## config.mk

```make
export PLATFORM = sky130hd
export DESIGN_NAME = crc8_fsk_encoder
export DESIGN_NICKNAME = d
export VERILOG_FILES = /design/src/rtl/crc8_fsk_encoder.sv
export SDC_FILE = /design/constraint.sdc
export NUM_CORES = 1
export LEC_CHECK = 0
export BUFFER_PORTS_ARGS = -buffer_cell sky130_fd_sc_hd__buf_2
export CAP_MARGIN = 5
export CORE_MARGIN = 2
export CORE_UTILIZATION = 58
export CTS_BUF_LIST = sky130_fd_sc_hd__clkbuf_16
export CTS_CLUSTER_SIZE = 24
export DETAILED_ROUTE_END_ITERATION = 8
export GPL_TIMING_DRIVEN = 0
export HOLD_SLACK_MARGIN = 0.02
export PLACE_DENSITY = 0.82
export RECOVER_POWER = 50
export SLEW_MARGIN = 40
export SYNTH_ARGS = -nofsm -noshare
export SYNTH_HDL_FRONTEND = slang
export SYNTH_SLANG_ARGS = --single-unit
```

## constraint.sdc

```tcl
create_clock -name clk -period 3.33 [get_ports clk]
set_input_delay 0.4995 -clock clk [delete_from_list [all_inputs] [get_ports clk]]
set_output_delay 0.4995 -clock clk [all_outputs]
set_load 0.02 [all_outputs]
```

## src/rtl/crc8_fsk_encoder.sv

```systemverilog
// CRC-8 (poly 0x07) transmit encoder: serial CRC over one byte, then streams {data, crc} MSB-first as symbols.
// Optional macro CRC_INV_LSB_EN inverts the two CRC LSBs in the transmitted codeword.
module crc8_fsk_encoder #(
  parameter int K            = 8,
  parameter int BITS_PER_SYM = 2
) (
  input  logic                    clk,
  input  logic                    rst_n,
  input  logic [K-1:0]            in_data,
  input  logic                    in_valid,
  output logic                    in_ready,
  output logic [BITS_PER_SYM-1:0] sym_out,
  output logic                    sym_valid,
  input  logic                    sym_ready,
  output logic                    sym_last,
  output logic [15:0]             codeword,
  output logic                    busy
);
  localparam int N_SYM = 16 / BITS_PER_SYM;
  localparam int SCW   = $clog2(N_SYM);

  typedef enum logic [1:0] {IDLE, CALC, SEND} state_t;

  state_t                  state_q;
  logic [K-1:0]            data_q;
  logic [7:0]              crc_q;
  logic [2:0]              bit_cnt_q;
  logic [SCW-1:0]          sym_cnt_q;
  logic [15:0]             codeword_q;
  logic [BITS_PER_SYM-1:0] sym_out_q;
  logic                    sym_valid_q, sym_last_q, in_ready_q, busy_q;

  logic [7:0]              crc_d;
  logic [15:0]             codeword_d;
  logic [SCW-1:0]          sym_cnt_d;

  function automatic logic [7:0] crc_step(input logic [7:0] crc, input logic din);
    logic fb;
    fb = crc[7] ^ din;
    return {crc[6:0], 1'b0} ^ (fb ? 8'h07 : 8'h00);
  endfunction

  // Symbol idx is the idx-th BITS_PER_SYM-wide slice counted from the codeword MSB.
  function automatic logic [BITS_PER_SYM-1:0] sym_slice(input logic [15:0] cw, input logic [SCW-1:0] idx);
    logic [15:0] sh;
    sh = cw << (idx * BITS_PER_SYM);
    return sh[15 -: BITS_PER_SYM];
  endfunction

  always_comb begin
    crc_d = crc_step(crc_q, data_q[3'd7 - bit_cnt_q]);
`ifdef CRC_INV_LSB_EN
    codeword_d = {data_q, crc_d[7:2], ~crc_d[1:0]};
`else
    codeword_d = {data_q, crc_d};
`endif
    sym_cnt_d = sym_cnt_q + 1'b1;
  end

  always_ff @(posedge clk) begin
    if (!rst_n) begin
      state_q     <= IDLE;
      data_q      <= '0;
      crc_q       <= '0;
      bit_cnt_q   <= '0;
      sym_cnt_q   <= '0;
      codeword_q  <= '0;
      sym_out_q   <= '0;
      sym_valid_q <= 1'b0;
      sym_last_q  <= 1'b0;
      in_ready_q  <= 1'b0;
      busy_q      <= 1'b0;
    end else begin
      case (state_q)
        IDLE: begin
          if (in_valid && in_ready_q) begin
            data_q     <= in_data;
            crc_q      <= '0;
            bit_cnt_q  <= '0;
            in_ready_q <= 1'b0;
            busy_q     <= 1'b1;
            state_q    <= CALC;
          end else begin
            in_ready_q <= 1'b1;
          end
        end
        CALC: begin
          crc_q     <= crc_d;
          bit_cnt_q <= bit_cnt_q + 1'b1;
          if (bit_cnt_q == 3'd7) begin
            codeword_q  <= codeword_d;
            sym_cnt_q   <= '0;
            sym_out_q   <= sym_slice(codeword_d, '0);
            sym_last_q  <= 1'b0;
            sym_valid_q <= 1'b1;
            state_q     <= SEND;
          end
        end
        SEND: begin
          // sym_valid is always high here, so sym_ready alone completes a handshake.
          if (sym_ready) begin
            if (sym_last_q) begin
              sym_valid_q <= 1'b0;
              sym_last_q  <= 1'b0;
              busy_q      <= 1'b0;
              in_ready_q  <= 1'b1;
              state_q     <= IDLE;
            end else begin
              sym_cnt_q  <= sym_cnt_d;
              sym_out_q  <= sym_slice(codeword_q, sym_cnt_d);
              sym_last_q <= (sym_cnt_d == SCW'(N_SYM - 1));
            end
          end
        end
        default: state_q <= IDLE;
      endcase
    end
  end

  assign in_ready  = in_ready_q;
  assign sym_out   = sym_out_q;
  assign sym_valid = sym_valid_q;
  assign sym_last  = sym_last_q;
  assign codeword  = codeword_q;
  assign busy      = busy_q;
endmodule

```

==> reports/results.txt <==
Run status - finished clean
Register area share after synthesis - 43.7%
Die Y - 64.3 um
CTS root buf - clkbuf_16
Design Area, Final - 2430 sq um
Nets - 291
CP Capture Type - flip-flop
Slowest CP cell - dfxtp_1
Final worst path period share - 56.2%
Worst flop-to-flop path startpoint - state_q[0]
Total wire length - 4760 um
DP Cell Count - 314
Antenna cell count - 0
ANT nets after route - 0
Initial core utilization - 61.7%
Area post-placement - 2330 sq um
Leak pwr - 0.903 nW
Initial antenna violation count - 0
Final hold vios - 0
Core box area - 3420 sq um
CP peak stage delay - 470 ps
Rows - 21
Synth Flop Type - dfxtp_1
CTS tree - yes
First-pass GRT wire length - 8050 um
Number of synthesized flops with an enable pin - 0
Port-buffer cells - 32
CTS Sinks - 46
Fill count - 289
Largest net degree at the start of global routing - 14
Endpoints failing setup - 0
Worst-Skew Late Latency - 280 ps
Reg2reg end - codeword[12]
Area contributors post-synth - dfxtp_1 44%, a21boi_0 11%, nand2_1 10%
# IOs - 34
Worst Max-Slew Pin Slew - 506 ps
Syn Nets - 252
DRC violations left - 0
CP Max Fanout - 10
Syn. warnings - 0
Setup_tns - 0 ps
Hold endpoint - data_q[6]
Fmax - 534 MHz
Syn Area/Cell - 8.93 sq um
Hold path start - in_data[6]
Relative slew slack - 66.3%
Post-detail-place hpwl - 3340 um
Clk slew on worst S/H paths - 60 ps
Fin cells - 321
R2r setup slk - 1460 ps
Total grt overflow - 0
Worst vdd ir - 319 uV
Post-synthesis async set-or-reset flop share - 0%
RSZ-0062 raised after global routing - false
PwrDens - 457 nW/um^2
Cts bufs inserted - 5
Max cap viols - 0
Yosys top cell area share - 43.7%
1st-iter DRT viols - 131
Worst EP required - 3530 ps
Hold Crit Class - primary input to flip-flop
Min Tclk post-route - 1870 ps
Clk buf depth - 2
Vias - 1,800
Synth cell types - 32
DIE AREA - 4130 sq um
Vias per cell - 5.61
R2R depth - 6
Tot GR Track Use - 25.4%
Fraction of layout cells with a size suffix above 1 - 9.45%
Total power - 1.11 mW
Post-Syn Area - 2110 sq um
Cells resized by post-CTS repair - 0
Max Slew Vio Count - 0
CP arrival - 2070 ps
DRT Pass-1 Iters - 4
Cells after Synth - 236
Wire per inst - 14.8 um
Hold Path Stages - 3
H-tree depth - 2
WHS - 468 ps
Critical path cell sequence - and2b_1, and3_1, clkbuf_1, buf_2, nand2_1, a21boi_0
Gpl congestion - 0.772
Worst Setup Start Kind - flip-flop
Layout area overhead - 15.4%
Worst setup path class - flip-flop to flip-flop
Width of the die - 64.3 um
Post CTS Setup Buffer Count - 0
Clock skew - 5.52 ps
Cell accounting for the most synthesized area - dfxtp_1
FF+latch count, synth - 46
Post-CTS Hold Buffers - 0
Vias in the first global route - 1,674
## flip-flops by register name, indices dropped and copies added, names as in the netlist
register and count:
sym_last 1, crc_q 8, sym_cnt_q 3, data_q 8, busy 1, bit_cnt_q 3
sym_out 2, sym_valid 1, codeword 16, state_q 2, in_ready 1
## worst max-delay path, delay by kind of cell (launching register included)
kind | cells | cell delay [ps]
buffers and inverters | 2 | 570
and+or+nand+nor | 3 | 550
DFF | 1 | 470
AOI/OAI and AO/OA | 1 | 190
## area by class of cell
cell class,count,area [sq um],area share (%)
flip-flops and latches,46,921,37.9
well taps,46,57.6,2.37
plain buffers,15,60.1,2.47
inverters,1,3.75,0.154
multi-input cells,174,1120,46.1
clock buffers,5,125,5.14
clock inverters,2,10.0,0.412
repair buffers,32,133,5.45
## through the flow
stage	worst slack (ps)	utilization [%]
finish	1460	71.2
CTS	1450	72.1
global route	1270	71.2
floorplan	1710	-
global placement	1520	68.1
detailed placement	1470	68.1
## kinds of logic (layout without fill, tap and decap cells)
logic type / Yosys count / count (layout) / synth area share (%)
compound gates: 57 / 57 / 19.3
xor+xnor: 8 / 8 / 3.32
fa+ha+maj: 4 / 4 / 2.37
buf+inv: 16 / 55 / 3.09
flops: 46 / 46 / 43.7
mux: 13 / 13 / 7.95
simple gates: 92 / 92 / 20.2
## routing by layer
metal  vias up  global-route usage (%)  routed length [um]
met5         -                       0                   0
met2        53                    41.9                2240
met3         7                    6.16                 264
met1       846                    32.5                2200
li1        894                       -                   -
met4         0                    8.24                  57
## Yosys cell counts (all sizes together), types with 3 or more instances
library cell,count
xor2,3
nand3,17
dfxtp,46
ha,4
nor2b,3
nand2,56
o21ai,10
a31oi,4
mux2i,11
xnor2,5
a21oi,3
a32o,3
clkbuf,10
a21boi,32
buf,5
and2,3
## how the worst max path moves through the flow
stage / start / end / slack [ps] / depth (start not counted)
final: state_q[0] / codeword[12] / 1460 / 6
after global routing: state_q[0] / codeword[12] / 1270 / 6
after CTS: sym_cnt_q[0] / sym_out[0] / 1450 / 7
after detailed placement: sym_cnt_q[0] / sym_out[0] / 1470 / 7
after global placement: sym_cnt_q[0] / sym_out[0] / 1520 / 7
after floorplan: bit_cnt_q[1] / crc_q[1] / 1710 / 4
## report_power, final
group	switching [mW]	internal, mW
clock network	0.193	0.271
logic	0.0445	0.0306
registers	0.0114	0.562
total	0.249	0.863
## cell usage in the layout (no fill, tap or decap), types with 3 or more instances in the layout
cell,count
nand3_1,17
xor2_1,3
nor2b_1,3
mux2i_1,10
clkbuf_1,33
xnor2_1,5
o21ai_0,10
a32o_1,3
and2_0,3
nand2_1,56
a21oi_1,3
clkbuf_16,5
ha_1,4
a31oi_1,4
a21boi_0,32
dfxtp_1,46
buf_2,13
(Power assumes the default switching activity.)
